--- src/rtl/fpu_ctrl_pkg.sv ---
// Shared definitions for the FP issue controller.
//   state_t        : controller FSM encoding (IDLE / EXEC / WB)
//   OP_*           : alu_op codes coming from the control unit
//   DEF_LAT_*      : default FPU latencies in cycles
package fpu_ctrl_pkg;

    typedef enum logic [1:0] {
        ST_IDLE = 2'd0,
        ST_EXEC = 2'd1,
        ST_WB   = 2'd2
    } state_t;

    localparam logic [2:0] OP_NOP = 3'b000;
    localparam logic [2:0] OP_ADD = 3'b001;
    localparam logic [2:0] OP_SUB = 3'b010;
    localparam logic [2:0] OP_MUL = 3'b011;
    localparam logic [2:0] OP_FMA = 3'b100;

    localparam int DEF_LAT_ADD = 3;
    localparam int DEF_LAT_MUL = 4;
    localparam int DEF_LAT_FMA = 6;

endpackage

--- src/rtl/fpu_lat_decode.sv ---
// Maps an alu_op to the FPU latency in cycles.
//   op  : alu_op (3 bits)
//   lat : latency 1..15; 0 for NOP (never used, NOPs are not issued)
// Add/sub use LAT_ADD, mul uses LAT_MUL, FMA and every other nonzero
// code use LAT_FMA.
module fpu_lat_decode
    import fpu_ctrl_pkg::*;
#(
    parameter int LAT_ADD = DEF_LAT_ADD,
    parameter int LAT_MUL = DEF_LAT_MUL,
    parameter int LAT_FMA = DEF_LAT_FMA
) (
    input  logic [2:0] op,
    output logic [3:0] lat
);

    always_comb begin
        lat = 4'(LAT_FMA);
        case (op)
            OP_NOP:         lat = 4'd0;
            OP_ADD, OP_SUB: lat = 4'(LAT_ADD);
            OP_MUL:         lat = 4'(LAT_MUL);
            default:        lat = 4'(LAT_FMA);
        endcase
    end

endmodule

--- src/rtl/fpu_issue_ctrl.sv ---
// Single-issue controller sequencing one FP operation at a time through a
// fixed-latency FPU and writing the result back to the register file.
//   clk, reset                 : clock, synchronous active-high reset
//   issue_valid/ready/op/wreg  : instruction handshake from decode
//   issue_rs1/rs2/rs3          : source registers, checked against wb_reg
//   fpu_start, fpu_op          : start pulse and opcode to the FPU
//   fpu_result                 : FPU result bus
//   wb_en, wb_reg, wb_data     : register-file write port
//   stall_pc                   : hold the PC (valid but not ready)
//   busy                       : an operation is in flight
//   state_dbg                  : current FSM state, for observation
//
// Handshake: an instruction transfers on a rising clk edge where
// issue_valid && issue_ready. issue_ready does not depend on issue_op, but
// in WB it drops when issue_valid is high and a source register matches
// wb_reg, so a dependent instruction waits for the write-back to land.
module fpu_issue_ctrl
    import fpu_ctrl_pkg::*;
#(
    parameter int LAT_ADD = DEF_LAT_ADD,
    parameter int LAT_MUL = DEF_LAT_MUL,
    parameter int LAT_FMA = DEF_LAT_FMA
) (
    input  logic        clk,
    input  logic        reset,
    input  logic        issue_valid,
    output logic        issue_ready,
    input  logic [2:0]  issue_op,
    input  logic [4:0]  issue_wreg,
    input  logic [4:0]  issue_rs1,
    input  logic [4:0]  issue_rs2,
    input  logic [4:0]  issue_rs3,
    output logic        fpu_start,
    output logic [2:0]  fpu_op,
    input  logic [31:0] fpu_result,
    output logic        wb_en,
    output logic [4:0]  wb_reg,
    output logic [31:0] wb_data,
    output logic        stall_pc,
    output logic        busy,
    output state_t      state_dbg
);

    state_t      state_q, state_d;
    logic [2:0]  op_q;
    logic [4:0]  wreg_q;
    logic [3:0]  cnt_q;
    logic        first_q;   // high during the first EXEC cycle only
    logic [3:0]  lat;
    logic        hazard;
    logic        load;      // accept a nonzero op this cycle
    logic        sample;    // last EXEC cycle: capture the FPU result

    fpu_lat_decode #(
        .LAT_ADD (LAT_ADD),
        .LAT_MUL (LAT_MUL),
        .LAT_FMA (LAT_FMA)
    ) u_lat (
        .op  (issue_op),
        .lat (lat)
    );

    assign hazard = issue_valid &&
                    ((issue_rs1 == wb_reg) || (issue_rs2 == wb_reg) ||
                     (issue_rs3 == wb_reg));
    assign sample = (state_q == ST_EXEC) && (cnt_q == 4'd0);

    always_comb begin
        state_d     = state_q;
        issue_ready = 1'b0;
        load        = 1'b0;
        case (state_q)
            ST_IDLE: begin
                issue_ready = 1'b1;
                if (issue_valid && issue_op != OP_NOP) begin
                    load    = 1'b1;
                    state_d = ST_EXEC;
                end
            end
            ST_EXEC: begin
                if (cnt_q == 4'd0) state_d = ST_WB;
            end
            ST_WB: begin
                issue_ready = !hazard;
                if (issue_valid && !hazard && issue_op != OP_NOP) begin
                    load    = 1'b1;
                    state_d = ST_EXEC;
                end else begin
                    state_d = ST_IDLE;
                end
            end
            default: state_d = ST_IDLE;
        endcase
    end

    always_ff @(posedge clk) begin
        if (reset) begin
            state_q <= ST_IDLE;
            op_q    <= 3'd0;
            wreg_q  <= 5'd0;
            cnt_q   <= 4'd0;
            first_q <= 1'b0;
            wb_reg  <= 5'd0;
            wb_data <= 32'd0;
        end else begin
            state_q <= state_d;
            if (load) begin
                op_q    <= issue_op;
                wreg_q  <= issue_wreg;
                cnt_q   <= lat - 4'd1;
                first_q <= 1'b1;
            end else if (state_q == ST_EXEC) begin
                first_q <= 1'b0;
                if (cnt_q != 4'd0) cnt_q <= cnt_q - 4'd1;
            end
            if (sample) begin
                wb_reg  <= wreg_q;
                wb_data <= fpu_result;
            end
        end
    end

    assign fpu_start = (state_q == ST_EXEC) && first_q;
    assign fpu_op    = (state_q == ST_EXEC) ? op_q : 3'd0;
    assign wb_en     = (state_q == ST_WB);
    assign stall_pc  = issue_valid && !issue_ready;
    assign busy      = (state_q != ST_IDLE);
    assign state_dbg = state_q;

endmodule

--- config.mk ---
export PLATFORM = sky130hd
export DESIGN_NAME = fpu_issue_ctrl
export DESIGN_NICKNAME = d
export VERILOG_FILES = /design/src/rtl/fpu_ctrl_pkg.sv /design/src/rtl/fpu_lat_decode.sv /design/src/rtl/fpu_issue_ctrl.sv
export SDC_FILE = /design/constraint.sdc
export NUM_CORES = 1
export LEC_CHECK = 0
export CORE_ASPECT_RATIO = 0.5
export CORE_MARGIN = 5
export CORE_UTILIZATION = 41
export DETAILED_ROUTE_END_ITERATION = 7
export MAX_ROUTING_LAYER = met4
export PLACE_DENSITY = 0.8
export SYNTH_ARGS = -nofsm -noshare
export SYNTH_HDL_FRONTEND = slang
export SYNTH_HIERARCHICAL = 1
export SYNTH_SLANG_ARGS = --single-unit
--- constraint.sdc ---
create_clock -name clk -period 2.8 [get_ports clk]
set_clock_uncertainty 0.05 [all_clocks]
set_input_delay 0.56 -clock clk [delete_from_list [all_inputs] [get_ports clk]]
set_output_delay 0.56 -clock clk [all_outputs]
set_load 0.01 [all_outputs]
Yosys cells after proc, flatten, opt, wreduce, memory -nomap -nowiden
Cells that the tools add are included.

operators by class
  add/sub/neg operators = 2
  equality and inequality tests = 10
  mux-type cells = 15
  reductions and logical operators = 22

operators by type and width
  operator               number
  $eq A5 B5 Y1           3
  $mux W4                3
  $pmux W3 S3            1
  $sub A4 B1 Y4 const B  2
  $logic_and A1 B1 Y1    7
  $eq A3 B2 Y1 const B   2
  $pmux W2 S3            1
  $reduce_bool A2 Y1     3
  $mux W1                5
  $logic_not A4 Y1       1
  $mux W2                2
  $ne A2 B2 Y1 const B   2
  $pmux W1 S2            2
  $reduce_and A2 Y1      2
  $reduce_bool A4 Y1     1
  $eq A3 B1 Y1 const B   1
  $logic_not A3 Y1       1
  $mux W3                1
  $reduce_bool A3 Y1     1
  $eq A2 B1 Y1 const B   1
  $eq A2 B2 Y1 const B   1
  $logic_not A1 Y1       2
  $logic_not A2 Y1       1
  $logic_or A1 B1 Y1     2
  $reduce_or A2 Y1       1

storage, ports and cells
  bits in registers = 52
  bits of input ports = 58
  output and inout bits = 47
  logic and storage cells = 56

Longest topological paths before layout
  depth after elaboration = 11
  mapped depth = 10
  depth with buffers taken out = 10

Modules after synthesis
Netlist, hierarchy kept.

modules (own cells, without submodules)
  module          instances  cells an instance  area each (um^2)
  fpu_issue_ctrl  1          277                2230.9
  fpu_lat_decode  1          6                  38.8

Worst setup path before layout
OpenSTA, ideal clock, no wires.

  path type = input to register
  start = in issue_rs2[3]
  end = reg cnt_q[2]
  setup time = 86 ps
  arrival = 2186 ps
  required time = 2664 ps
  path slack = 478 ps
  stages on the path = 10
  cell sequence = xnor2_1 nand3_1 o32ai_4 nor2_2 mux2i_1 ha_1 nand3_1 xnor2_1 a21oi_1 a211oi_1

between the ends
  cells in the longest elaborated chain, start to end = 11
  elaborated cells between the ends (all ways) = 13
  those cells by class = eq/ne (1); mux (3); reduce/logical (9)

RTL lines
  element                               line                   source
  start: declaration                    fpu_issue_ctrl.sv:31   input logic [4:0] issue_rs2,
  $eq A5 B5 Y1 (*)                      fpu_issue_ctrl.sv:64   ((issue_rs1 == wb_reg) || (issue_rs2 == wb_reg) ||
  $logic_or A1 B1 Y1 (*) (2 in a row)   fpu_issue_ctrl.sv:64
  $logic_and A1 B1 Y1 (*)               fpu_issue_ctrl.sv:63   assign hazard = issue_valid &&
  $logic_not A1 Y1 (*)                  fpu_issue_ctrl.sv:85   if (issue_valid && !hazard && issue_op != OP_NOP) begin
  $logic_and A1 B1 Y1 (*) (2 in a row)  fpu_issue_ctrl.sv:85
  $mux W1 (*)                           fpu_issue_ctrl.sv:85
  $pmux W1 S2 (*)                       fpu_issue_ctrl.sv:72   case (state_q)
  $reduce_bool A2 Y1 (no line)          --
  $reduce_and A2 Y1 (no line)           --
  end signal: assignment                fpu_issue_ctrl.sv:110  cnt_q <= lat - 4'd1;
  end signal: assignment                fpu_issue_ctrl.sv:114  if (cnt_q != 4'd0) cnt_q <= cnt_q - 4'd1;
  end: declaration                      fpu_issue_ctrl.sv:47   logic [3:0] cnt_q;

Mark *: on every way between the ends. The rest lies on a longest branch, timed or not.
A chain may end at the register's enable or synchronous reset.

Worst setup path after layout
  start = in issue_rs1[3]
  end = out issue_ready

between the ends
  cells in the longest elaborated chain, start to end = 6

RTL lines
  element                          line                  source
  start: declaration               fpu_issue_ctrl.sv:30  input logic [4:0] issue_rs1,
  $eq A5 B5 Y1                     fpu_issue_ctrl.sv:64
  $logic_or A1 B1 Y1 (2 in a row)  fpu_issue_ctrl.sv:64
  $logic_and A1 B1 Y1              fpu_issue_ctrl.sv:63
  $logic_not A1 Y1                 fpu_issue_ctrl.sv:84  issue_ready = !hazard;
  $pmux W1 S2                      fpu_issue_ctrl.sv:72
  end: declaration                 fpu_issue_ctrl.sv:27  output logic issue_ready,

Every way passes these cells.

==> results.json <==
{
  "timing.rr.start": "wb_reg[4]$_SDFFE_PP0P_",
  "holdBufCountCts": 0,
  "synth_cell_type_count": 37,
  "ctsResizeCount": 4,
  "port_buffers": 104,
  "sequentialPowerShare": 0.472,
  "placed_cells": 458,
  "ctsRootBufferMaster": "clkbuf_8",
  "area_delta_synth_final_pct": 55.6,
  "p_int_mw": 1.27,
  "criticalPathCategory": "input port to output pin",
  "synth-adder-area-share": 0.00551,
  "grt_start_max_net_pins": 39,
  "synth-seq-cells": 52,
  "crit_required_ps": 2190,
  "rr_worst_depth": 11,
  "synthXorXnorAreaFrac": 0.0695,
  "crit_slowest_cell": "clkdlybuf4s50_1",
  "synth_area_per_cell_sq_um": 8.02,
  "setup_viol_count_final": 0,
  "syn_inst": 283,
  "synth_nets": 342,
  "r2r_end": "cnt_q[2]$_SDFFE_PP0P_",
  "ff_latch_area_sq_um": 1040,
  "cp.depth": 7,
  "ctsLongestPathBuffers": 2,
  "hold_path_end": "first_q$_SDFFE_PP0P_",
  "first_iter_violations": 135,
  "fillers": 456,
  "cp_num_buf_inv": 2,
  "min_path_type": "flop to flop",
  "async_flop_share": 0,
  "worst_setup_path_start_kind": "input port",
  "fin_ws_ps": 131,
  "fin_nets": 451,
  "initial_core_util": 0.419,
  "coreArea_sq_um": 5420,
  "fmax_mhz": 375,
  "postCtsSetupRepairBufs": 0,
  "ir_worst_vdd_uv": 347,
  "hp-start": "first_q$_SDFFE_PP0P_",
  "worst_pin_slew_ps": 1240,
  "placementRows": 19,
  "first_pass_iters": 4,
  "clk_pin_slew_ps": 100,
  "synth_compound_area_frac": 0.192,
  "fp.dieArea_sq_um": 7210,
  "grt_antenna_before_repair": 0,
  "grt_pass1_wl_um": 10800,
  "grt_usage": 0.189,
  "viasPerCell": 4.92,
  "combinationalPowerShare": 0.235,
  "fp.dieH_um": 62.6,
  "path_cells": "clkdlybuf4s50_1 -> xnor2_1 -> nand3_1 -> o22a_1 -> a21oi_2 -> a21oi_1 -> dlygate4sd2_1",
  "cellLeakagePower_nw": 1.24,
  "synth_top_family_by_area": "simple AND/OR/NAND/NOR gates",
  "slowest_delay_ps": 480,
  "reg2reg_slack_ps": 440,
  "min_delay_path_depth": 2,
  "finalWeightedCongestion": 0.808,
  "yosys_warnings": 6,
  "syn_area_sq_um": 2270,
  "largest_register_ff_count": 32,
  "outcome": "complete, no violations",
  "drtAntennaViolNets": 0,
  "muxShareOfSynthArea": 0.0132,
  "crit_start": "issue_rs1[3]",
  "crit_family": "buffers and inverters",
  "grt_overflow": 0,
  "drc": 0,
  "switching_share": 0.268,
  "dp_hpwl_um": 4940,
  "die_w_um": 115,
  "power_density_nw_per_um2": 493,
  "synth-simple-area-share": 0.212,
  "p_clk_frac": 0.293,
  "io_pins": 105,
  "cts_tree": "done",
  "period_share": 0.953,
  "slew_headroom": 0.171,
  "finalHoldViolCount": 0,
  "fin_cells": 466,
  "wirelength_um": 6590,
  "drv_cap": 0,
  "cts_buffers": 5,
  "period_needed_ps": 2670,
  "synth-main-ff-cell": "dfxtp_1",
  "multi_input_area_sq_um": 1130,
  "power_switching_mw": 0.467,
  "crit_path_max_fanout": 2,
  "vias": 2294,
  "wl_per_cell_um": 14.1,
  "synth_edf_count": 0,
  "rsz0062_at_grt": "false",
  "cts_sinks": 52,
  "drv_slew": 0,
  "clk_latency_ps": 310,
  "arrival_ps": 2060,
  "htree_num_levels": 2,
  "synth_seq_area_share": 0.459,
  "cp-end-kind": "output pin",
  "drive_above_1_share": 0.0789,
  "post-place-ws_ps": -215,
  "diodes": 0,
  "first_global_vias": 2308
}
==> power by group through the flow <==
stage          logic [mW]  registers, mW  clock network [mW]
2_1_floorplan       0.192          0.847                   0
3_3_place_gp        0.400          0.836                   0
3_5_place_dp        0.410          0.839                   0
4_1_cts             0.411          0.822               0.519
5_1_grt             0.447          0.830               0.556
6_report            0.409          0.823               0.510
==> worst min-delay path, cell delays in order (launching register included) <==
cell and delay [ps]:
dfxtp_1 320, nand2_1 50, a21oi_1 50
==> layout by cell type (no fill, tap or decap), types with 2 or more instances in the layout <==
master | synthesis | final
a211oi_1 | 2 | 2
a21oi_1 | 52 | 51
and2_1 | 4 | 4
buf_4 | 1 | 15
clkbuf_8 | 0 | 5
clkdlybuf4s50_1 | 0 | 101
dfxtp_1 | 52 | 52
inv_1 | 3 | 3
mux2i_1 | 3 | 3
nand2_1 | 82 | 82
nand2b_1 | 2 | 2
nand3_1 | 13 | 13
nor2_1 | 4 | 4
o211ai_1 | 2 | 2
o21ai_1 | 9 | 9
or4_1 | 2 | 2
xnor2_1 | 13 | 13
xor2_1 | 5 | 5
==> per-stage QoR <==
step / utilization / power (mW) / hold WS, ps / TNS [ps] / cell area [sq um]
floorplan: - / 1.04 / 380 / 0 / 2270
global placement: 0.630 / 1.24 / 391 / -279 / 3410
detailed placement: 0.630 / 1.25 / 398 / -467 / 3410
CTS: 0.651 / 1.75 / 411 / 0 / 3530
global route: 0.651 / 1.83 / 430 / 0 / 3530
finish: 0.651 / 1.74 / 409 / 0 / 3530
==> kinds of logic after synthesis <==
family          after synthesis
simple gates                113
flops                        52
buf+inv                      20
compound gates               75
mux                           3
xor+xnor                     18
other cells                   1
fa+ha+maj                     1
==> cell usage after synthesis, types with 2 or more instances <==
library cell / n / area [sq um]
nand2_1: 82 / 308
a21oi_1: 52 / 260
dfxtp_1: 52 / 1040
nand3_1: 13 / 65.1
xnor2_1: 13 / 114
o21ai_1: 9 / 45.0
buf_2: 6 / 30.0
clkbuf_1: 6 / 22.5
xor2_1: 5 / 43.8
and2_1: 4 / 25.0
nor2_1: 4 / 15.0
buf_6: 3 / 33.8
inv_1: 3 / 11.3
mux2i_1: 3 / 30.0
a211oi_1: 2 / 15.0
nand2b_1: 2 / 12.5
nor3_1: 2 / 10.0
o211ai_1: 2 / 15.0
or4_1: 2 / 15.0
==> how the worst max path moves through the flow <==
stage and end:
2_1_floorplan cnt_q[2]$_SDFFE_PP0P_, 3_3_place_gp stall_pc, 3_5_place_dp stall_pc, 4_1_cts stall_pc, 5_1_grt stall_pc, 6_report issue_ready
==> layout make-up <==
class | count | area share
Multi-Input combinational cell | 211 | 0.320
Clock inverter | 3 | 0.0120
Inverter | 3 | 0.00319
Timing Repair Buffer | 119 | 0.325
Sequential cell | 52 | 0.295
Tap cell | 73 | 0.0259
Clock buffer | 5 | 0.0195
==> layer usage <==
layer | share of wire | track usage | vias up
met5 | 0 | - | -
met4 | 0.0074 | 0.0454 | 0
met3 | 0.051 | 0.0397 | 5
met2 | 0.53 | 0.343 | 59
met1 | 0.41 | 0.211 | 1066
li1 | - | - | 1164
(Power assumes the default switching activity.)
